--- src/rtl/display_timing_pkg.sv ---
// Shared constants and types for the 640x480@60 raster timing generator.
// The VGA_* constants are the defaults for display_timing's parameters. A
// smaller raster can be built by overriding those parameters.
package display_timing_pkg;

  // Coordinate width. It must hold every count from 0 to H_TOTAL-1 and
  // 0 to V_TOTAL-1.
  localparam int COORD_W = 10;

  // Horizontal timing, in pixel clocks.
  localparam int VGA_H_RES  = 640;
  localparam int VGA_H_FP   = 16;
  localparam int VGA_H_SYNC = 96;
  localparam int VGA_H_BP   = 48;
  localparam int VGA_H_TOTAL = VGA_H_RES + VGA_H_FP + VGA_H_SYNC + VGA_H_BP;

  // Vertical timing, in lines.
  localparam int VGA_V_RES  = 480;
  localparam int VGA_V_FP   = 10;
  localparam int VGA_V_SYNC = 2;
  localparam int VGA_V_BP   = 33;
  localparam int VGA_V_TOTAL = VGA_V_RES + VGA_V_FP + VGA_V_SYNC + VGA_V_BP;

  // Sync polarity. This value is the active level of a sync pulse.
  localparam bit SYNC_ACTIVE_LOW = 1'b0;

  // Compensation for the colour pipeline that follows this block.
  localparam int PIPE_DLY_DEF = 2;
  localparam int PIPE_DLY_MAX = 8;

  // Encoder-facing signals. They are bundled so that one shift register
  // can delay all of them together.
  typedef struct packed {
    logic hsync;
    logic vsync;
    logic de;
  } vid_sync_t;

endpackage

--- src/rtl/sync_delay.sv ---
// W-bit by N-stage shift register clocked by clk, with no enable.
// Every stage resets asynchronously to RST_VAL, so the output tap holds
// RST_VAL for the first N clocks after reset.
// N must be 1 or more. The parent module bypasses this block when it needs
// zero delay.
module sync_delay
  import display_timing_pkg::*;
#(
  parameter int           W       = 1,
  parameter int           N       = PIPE_DLY_DEF,
  parameter logic [W-1:0] RST_VAL = '0
) (
  input  logic         clk,
  input  logic         rst,
  input  logic [W-1:0] din,
  output logic [W-1:0] dout
);

  logic [W-1:0] stages [N];

  // Shift din through N stages. Reset loads the idle value into every stage.
  // NOTE: this is a handful of flops, not a RAM. Resetting every entry is
  // cheap, and it is required so that the taps hold a defined level after reset.
  always_ff @(posedge clk or posedge rst) begin
    if (rst) begin
      for (int i = 0; i < N; i++) stages[i] <= RST_VAL;
    end else begin
      stages[0] <= din;
      for (int i = 1; i < N; i++) stages[i] <= stages[i-1];
    end
  end

  assign dout = stages[N-1];

endmodule

--- src/rtl/display_timing.sv ---
// Raster timing generator for the 640x480@60 video path.
// The block produces the pixel coordinates sx/sy, the line and frame
// strobes for the game logic, and HSYNC/VSYNC/DE for the DVI encoder. It
// also produces copies of the sync and DE signals, delayed by PIPE_DLY
// clocks, to match the latency of the colour pipeline.
module display_timing
  import display_timing_pkg::*;
#(
  parameter int CORDW    = COORD_W,
  parameter int H_RES    = VGA_H_RES,
  parameter int H_FP     = VGA_H_FP,
  parameter int H_SYNC   = VGA_H_SYNC,
  parameter int H_BP     = VGA_H_BP,
  parameter int V_RES    = VGA_V_RES,
  parameter int V_FP     = VGA_V_FP,
  parameter int V_SYNC   = VGA_V_SYNC,
  parameter int V_BP     = VGA_V_BP,
  parameter bit H_POL    = SYNC_ACTIVE_LOW,
  parameter bit V_POL    = SYNC_ACTIVE_LOW,
  parameter int PIPE_DLY = PIPE_DLY_DEF
) (
  input  logic             clk,
  input  logic             rst,
  output logic [CORDW-1:0] sx,
  output logic [CORDW-1:0] sy,
  output logic             de,
  output logic             hsync,
  output logic             vsync,
  output logic             line,
  output logic             frame,
  output logic             hsync_d,
  output logic             vsync_d,
  output logic             de_d
);

  localparam int H_TOTAL = H_RES + H_FP + H_SYNC + H_BP;
  localparam int V_TOTAL = V_RES + V_FP + V_SYNC + V_BP;

  // Decode thresholds at coordinate width. All comparisons below are
  // therefore CORDW bits wide.
  localparam logic [CORDW-1:0] H_LAST   = CORDW'(H_TOTAL - 1);
  localparam logic [CORDW-1:0] V_LAST   = CORDW'(V_TOTAL - 1);
  localparam logic [CORDW-1:0] H_ACT    = CORDW'(H_RES);
  localparam logic [CORDW-1:0] V_ACT    = CORDW'(V_RES);
  localparam logic [CORDW-1:0] HS_START = CORDW'(H_RES + H_FP);
  localparam logic [CORDW-1:0] HS_END   = CORDW'(H_RES + H_FP + H_SYNC - 1);
  localparam logic [CORDW-1:0] VS_START = CORDW'(V_RES + V_FP);
  localparam logic [CORDW-1:0] VS_END   = CORDW'(V_RES + V_FP + V_SYNC - 1);

  // Value of the delay taps while reset is asserted: both syncs idle, DE low.
  localparam vid_sync_t SYNC_RST = '{hsync: ~H_POL, vsync: ~V_POL, de: 1'b0};

  // Parameter legality checks, evaluated at elaboration.
  if (PIPE_DLY > PIPE_DLY_MAX) begin : g_chk_dly
    $error("display_timing: PIPE_DLY=%0d exceeds the maximum of %0d",
           PIPE_DLY, PIPE_DLY_MAX);
  end
  if (H_TOTAL >= (1 << CORDW) || V_TOTAL >= (1 << CORDW)) begin : g_chk_cordw
    $error("display_timing: totals %0dx%0d do not fit in CORDW=%0d",
           H_TOTAL, V_TOTAL, CORDW);
  end

  logic [CORDW-1:0] sx_next;
  logic [CORDW-1:0] sy_next;
  logic             de_next;
  logic             hsync_next;
  logic             vsync_next;
  logic             line_next;
  logic             frame_next;

  // Next raster position. sy advances only when sx wraps, so both counters
  // wrap on the same edge at the last pixel of the frame.
  // NOTE: a combinational block uses blocking '=' and assigns defaults
  // first, so that no path leaves an output unassigned and no latch is inferred.
  always_comb begin
    sx_next = sx + 1'b1;
    sy_next = sy;
    if (sx == H_LAST) begin
      sx_next = '0;
      sy_next = (sy == V_LAST) ? '0 : sy + 1'b1;
    end
  end

  // Decode the video signals from the next position. After the register
  // stage they describe the same pixel as the registered sx/sy.
  always_comb begin
    de_next    = (sx_next < H_ACT) && (sy_next < V_ACT);
    hsync_next = ((sx_next >= HS_START) && (sx_next <= HS_END)) ? H_POL : ~H_POL;
    vsync_next = ((sy_next >= VS_START) && (sy_next <= VS_END)) ? V_POL : ~V_POL;
    line_next  = (sx_next == '0);
    frame_next = (sx_next == '0) && (sy_next == V_ACT);
  end

  // Counter and output registers. Reset parks the counters on the last
  // pixel, so the first clock edge after reset produces the pixel at (0,0).
  // NOTE: sequential state is updated with non-blocking '<=' so that every
  // register samples the values from before the edge, whatever the order of
  // the statements.
  always_ff @(posedge clk or posedge rst) begin
    if (rst) begin
      sx    <= H_LAST;
      sy    <= V_LAST;
      de    <= 1'b0;
      hsync <= ~H_POL;
      vsync <= ~V_POL;
      line  <= 1'b0;
      frame <= 1'b0;
    end else begin
      sx    <= sx_next;
      sy    <= sy_next;
      de    <= de_next;
      hsync <= hsync_next;
      vsync <= vsync_next;
      line  <= line_next;
      frame <= frame_next;
    end
  end

  vid_sync_t sync_now;
  vid_sync_t sync_dly;

  assign sync_now = '{hsync: hsync, vsync: vsync, de: de};

  // Pipeline compensation. With zero delay the taps are plain wires to the
  // undelayed outputs.
  if (PIPE_DLY == 0) begin : g_no_dly
    assign sync_dly = sync_now;
  end else begin : g_dly
    sync_delay #(
      .W      ($bits(vid_sync_t)),
      .N      (PIPE_DLY),
      .RST_VAL(SYNC_RST)
    ) u_sync_delay (
      .clk (clk),
      .rst (rst),
      .din (sync_now),
      .dout(sync_dly)
    );
  end

  assign hsync_d = sync_dly.hsync;
  assign vsync_d = sync_dly.vsync;
  assign de_d    = sync_dly.de;

endmodule

--- config.mk ---
export PLATFORM = sky130hd
export DESIGN_NAME = display_timing
export DESIGN_NICKNAME = d
export VERILOG_FILES = /design/src/rtl/display_timing_pkg.sv /design/src/rtl/sync_delay.sv /design/src/rtl/display_timing.sv
export SDC_FILE = /design/constraint.sdc
export NUM_CORES = 1
export LEC_CHECK = 0
export CAP_MARGIN = 20
export CORE_AREA = 2 2 69 71
export CTS_CLUSTER_DIAMETER = 80
export DETAILED_ROUTE_END_ITERATION = 16
export DIE_AREA = 0 0 71 73
export PLACE_DENSITY = 0.67
export SYNTH_ARGS = -nofsm -noshare
export SYNTH_HDL_FRONTEND = slang
export SYNTH_SLANG_ARGS = --single-unit
--- constraint.sdc ---
create_clock -name clk -period 3.3 [get_ports clk]
set_clock_uncertainty 0.2 [all_clocks]
set_input_delay 0.33 -clock clk [delete_from_list [all_inputs] [get_ports clk]]
set_output_delay 0.33 -clock clk [all_outputs]
set_load 0.02 [all_outputs]
==> results.sh <==
export IMPL_yosysTopAreaCell="dfstp_2"
export IMPL_clock_sinks=31
export IMPL_placed_cells=252
export IMPL_drc=0
export IMPL_port_buffer_count=29
export IMPL_ioPinCount=30
export IMPL_min_period_ps=2950
export IMPL_finalMaxSlewViolations=0
export IMPL_synth_ff_type="dfstp_2"
export IMPL_crit_required_ps=3290
export IMPL_syn_num_nets=182
export IMPL_async_flop_share=1.00
export IMPL_synth_cell_type_count=45
export IMPL_yosys_top_cells_count="nand2_1, dfstp_2, dfrtp_1"
export IMPL_first_global_vias=1307
export IMPL_cts_setup_buffers=0
export IMPL_place_hpwl_microns=2650
export IMPL_core_area_sq_um=4540
export IMPL_synth_area_top_cells="dfstp_2, dfrtp_1, nand2_1, xnor2_1, xor2_1"
export IMPL_gp_congestion=0.828
export IMPL_crit_type="flop to flop"
export IMPL_cts_resized_gates=0
export IMPL_die_w_microns=71
export IMPL_netlist_area_sq_um=1730
export IMPL_synth_area_per_cell_sq_um=9.80
export IMPL_htreeDepth=2
export IMPL_setup_tns_ps=0
export IMPL_hold_path_class="flop to flop"
export IMPL_drt_total_wl_microns=3760
export IMPL_relSlewSlack=0.390
export IMPL_ff_latch_area_sq_um=796
export IMPL_ctsHoldBuffers=0
export IMPL_nFillCells=420
export IMPL_tightest_slew_ps=915
export IMPL_avgRoutedWirePerCell_microns=14.5
export IMPL_cp_start_kind="flop"
export IMPL_die_area_sq_um=5180
export IMPL_overflow=0
export IMPL_leakage_nw=0.819
export IMPL_critPathArrivalTime_ps=2940
export IMPL_yosysWarnings=0
export IMPL_grt_max_degree=25
export IMPL_ys_seq_elements=31
export IMPL_synth_top_area_frac=0.244
export IMPL_drt_iter0_markers=73
export IMPL_grt_total_usage=0.161
export IMPL_clkSlewWorstSetupHoldPaths_ps=60
export IMPL_vias=1409
export IMPL_die_h_microns=73
export IMPL_clockRootBuffer="clkbuf_8"
export IMPL_final_cells=260
export IMPL_diodes=0
export IMPL_grt_setup_unrepaired="false"
export IMPL_ys_seq_area_frac=0.461
export IMPL_hold_violations=0
export IMPL_synth_enable_flop_cells=0
export IMPL_worstPathMaxFanout=7
export IMPL_maxCapViolations=0
export IMPL_power_density_nw_per_um2=318
export IMPL_status="finished, final reports clean"
export IMPL_vias_per_cell=5.42
export IMPL_cts_tree="built"
export IMPL_finalSetupViolCount=0
export IMPL_ant_nets=0
export IMPL_max_freq_ghz=0.339
export IMPL_antenna_found_initial=0
export IMPL_peakVddDrop_v=0.000165
export IMPL_final_nets=211
export IMPL_initial_core_util=0.380
export IMPL_syn_inst=176
export IMPL_end_kind="flop"
export IMPL_layout_drive_gt1_share=0.180
export IMPL_area_growth_pct=23.9
export IMPL_timing_final_crit_share=0.893
export IMPL_clock_latency_ps=290
export IMPL_clk_path_buf_depth=2
export IMPL_multi_input_area_sq_um=833
export IMPL_grt_first_pass_wirelength_microns=6400
export IMPL_synth_most_common_cell="nand2_1"
export IMPL_firstDrtPassIters=4
export IMPL_row_count=25
export IMPL_numCtsBuffers=5
[final cells by class]
| class | count | area share |
|---|---|---|
| Inverter | 10 | 0.0176 |
| Clock inverter | 3 | 0.00702 |
| Clock buffer | 5 | 0.0322 |
| Multi-Input combinational cell | 124 | 0.390 |
| Timing Repair Buffer | 33 | 0.150 |
| Sequential cell | 31 | 0.372 |
| Tap cell | 54 | 0.0316 |
[state kept, by name, summed over array words and instances, names as in the netlist]
| name | flops |
|---|---|
| vsync | 1 |
| g_dly.u_sync_delay.stages | 3 |
| line | 1 |
| g_dly.u_sync_delay.dout | 3 |
| sx | 10 |
| sy | 10 |
| frame | 1 |
| de | 1 |
| hsync | 1 |
[critical path: stages, from the launching register on]
cell	delay (ps)
dfstp_2	590
ha_1	260
nand4_1	220
nor4_1	450
mux2_2	390
a311oi_1	320
o21ai_1	150
nor4b_2	270
[power breakdown]
group | internal [mW] | total, mW | switching (mW)
combinational | 0.00261 | 0.0101 | 0.00752
clock | 0.144 | 0.288 | 0.145
sequential | 0.381 | 0.381 | 0
total | 0.528 | 0.680 | 0.152
[worst paths after layout]
check / slack [ps] / from / endpoint / depth (start not counted)
worst max register to register: 350 / sx[0]$_DFF_PP1_ / frame$_DFF_PP0_ / 7
worst max-delay path: 350 / sx[0]$_DFF_PP1_ / frame$_DFF_PP0_ / 7
min in group asynchronous: 340 / rst / sy[1]$_DFF_PP0_ / 2
worst min register to register: 150 / g_dly.u_sync_delay.stages[3]$_DFF_PP0_ / g_dly.u_sync_delay.dout[0]$_DFF_PP0_ / 0
worst min-delay path: 150 / g_dly.u_sync_delay.stages[3]$_DFF_PP0_ / g_dly.u_sync_delay.dout[0]$_DFF_PP0_ / 0
max in group asynchronous: 1850 / rst / sx[8]$_DFF_PP1_ / 3
[routing by layer]
layer / track usage / vias up / part of all wire
li1: - / 686 / -
met1: 0.219 / 667 / 0.47
met2: 0.235 / 48 / 0.46
met3: 0.0470 / 8 / 0.049
met4: 0.0818 / 0 / 0.022
met5: 0 / - / 0
[per-stage QoR]
step | cell area, sq um | setup slack, ps | hold slack [ps] | total power, mW | util
floorplan | 1730 | 540 | 131 | 0.393 | -
global placement | 2050 | 448 | 136 | 0.398 | 0.453
detailed placement | 2050 | 345 | 136 | 0.398 | 0.453
CTS | 2140 | 314 | 151 | 0.696 | 0.471
global route | 2140 | 25.0 | 155 | 0.708 | 0.471
finish | 2140 | 352 | 147 | 0.680 | 0.471
[layout by cell type, fill, tap and decap left out, types with 2 or more instances in the layout]
cell and count:
nor2_1 13, nor3_1 6, dfstp_2 16, inv_1 10, clkbuf_8 5, o21ai_0 6, nand4_1 3, and2_1 2
a31oi_1 5, dfrtp_1 15, xor2_1 7, a311oi_1 2, nand2b_1 2, and3_1 2, nand2_1 18, clkinv_2 3
nand3_1 10, ha_1 4, nor4_1 3, xnor2_1 7, o2111ai_1 2, a21oi_1 6, o31ai_1 2, nand3b_1 2
clkdlybuf4s50_1 29, a211oi_1 2, o21ai_1 2, buf_4 4
[cell families after synthesis]
group           Yosys count  share of synthesized area
compound gates           33                      0.131
xor+xnor                 14                     0.0711
buf+inv                  21                     0.0558
simple gates             72                      0.246
fa+ha+maj                 4                     0.0290
mux                       1                    0.00653
flops                    31                      0.461
Note: power is estimated with default switching activity, not from simulation.
==> patch: new RTL, config.mk and constraints unchanged <==
The package constant `SYNC_ACTIVE_LOW` goes from 1'b0 to 1'b1.
--- a/src/rtl/display_timing_pkg.sv
+++ b/src/rtl/display_timing_pkg.sv
@@ -22,7 +22,7 @@
   localparam int VGA_V_TOTAL = VGA_V_RES + VGA_V_FP + VGA_V_SYNC + VGA_V_BP;
 
   // Sync polarity. This value is the active level of a sync pulse.
-  localparam bit SYNC_ACTIVE_LOW = 1'b0;
+  localparam bit SYNC_ACTIVE_LOW = 1'b1;
 
   // Compensation for the colour pipeline that follows this block.
   localparam int PIPE_DLY_DEF = 2;
Function: changed (a bounded check fails within 4 cycles, from zero or initial values and one cycle with rst high).
==> patch against the unedited design <==
Sequential power about the same. Area after synthesis is 0.29% higher. Design area is 0.29% lower. Core utilization decreased by 0.14 points. Sequential cell count did not move. Global-route usage fell by 1.2 points. Maximum frequency increased by 0.10%. Setup slack improved by 0.0029 ns. Critical endpoint unchanged. Power increased by 0.78%. Routed wire length fell by 6.2%. Non-clock buffer count fell by 2.
==> patch: results (changes against the unedited design) <==
stage,metric,value,unit,change
route,drt_iter0_markers,99,,was 73
timing,worst_pin_slew,0.423,ns,was 0.915 ns
power_and_ir_drop,p_leak,0.840,nW,was 0.819 nW
finish,final_cells,258,,was 260
global_route,grt_pass1_wl,6020,µm,was 6400 µm
finish,fill_cells,436,,was 420
power_and_ir_drop,p_sw,0.139,mW,was 0.152 mW
synthesis,ys_seq_area_frac,0.456,,was 0.461
clock_network,clockBufferDepth,2,,unchanged
synthesis,synth_cell_types,48,,was 45
clock_network,cts_setup_buffers,0,,unchanged
min_path,hold_start,g_dly.u_sync_delay.stages[5]$_DFF_PP0_,,was g_dly.u_sync_delay.stages[3]$_DFF_PP0_
clock_network,clk_latency,0.28,ns,
global_route,grt_max_degree,32,,was 25
power_and_ir_drop,ir_worst_vdd,0.159,mV,was 0.165 mV
synthesis,synth_common_cells,"dfrtp_1, nand2_1, nor2_1",,"was nand2_1, dfstp_2, dfrtp_1"
finish,utilization,0.470,,was 0.471
placement,routabilityCongestion,0.867,,was 0.828
route,vias,1372,,was 1409
synthesis,netlist_instances,177,,was 176
setup_path,arrival,2.92,ns,was 2.94 ns
min_path,min_to,g_dly.u_sync_delay.dout[2]$_DFF_PP0_,,was g_dly.u_sync_delay.dout[0]$_DFF_PP0_
placement,postPlaceCellArea,2040,µm²,was 2050 µm²
finish,final_nets,210,,was 211
placement,dp.cells,251,,was 252
global_route,grt_antenna_before_repair,0,,unchanged
setup_path,path_delay_family,simple AND/OR/NAND/NOR gates,,unchanged
power_and_ir_drop,clkPwrFrac,0.431,,was 0.424
placement,dp_hpwl,2510,µm,was 2650 µm
synthesis,ys.flop_type,dfrtp_1,,was dfstp_2
timing,hold_ws,0.147,ns,about the same
global_route,track_usage,0.149,,was 0.161
power_and_ir_drop,internal-power,0.546,mW,was 0.528 mW
synthesis,synth_area_leaders,"dfrtp_1, dfstp_2, nand2_1, xnor2_1, xor2_1",,"was dfstp_2, dfrtp_1, nand2_1, xnor2_1, xor2_1"
finish,diodes,0,,unchanged
finish,drive_above_1_share,0.142,,was 0.180
global_route,grt_pass1_vias,1274,,was 1307
power_and_ir_drop,combPwrFrac,0.013,,was 0.015
status,status,"finished, final reports clean",,unchanged
setup_path,critPathMaxFanout,7,,unchanged
route,drt_wl_total,3530,µm,was 3760 µm
patch: area by class of cell:
type | instances | area share
multi-input combinational | 125 | 0.397
clock buffer | 6 | 0.0387
inverter | 10 | 0.0176
sequential | 31 | 0.370
clock inverter | 1 | 0.00235
timing repair buffer | 31 | 0.143
tap | 54 | 0.0317
patch: logic make-up (layout without fill, tap and decap cells):
kind of cell | Yosys count | in the layout | share of synthesized area
simple gates | 75 | 75 | 0.257
buf+inv | 21 | 48 | 0.0557
compound gates | 31 | 31 | 0.126
flops | 31 | 31 | 0.456
xor+xnor | 14 | 14 | 0.0709
fa+ha+maj | 4 | 4 | 0.0289
mux | 1 | 1 | 0.00651
patch: per-layer routing:
| layer | global-route usage | up-vias | wire, µm |
|---|---|---|---|
| met5 | 0 | - | 0 |
| met4 | 0.0629 | 0 | 50 |
| met3 | 0.0428 | 6 | 192 |
| met2 | 0.218 | 33 | 1550 |
| met1 | 0.208 | 652 | 1740 |
| li1 | - | 681 | - |
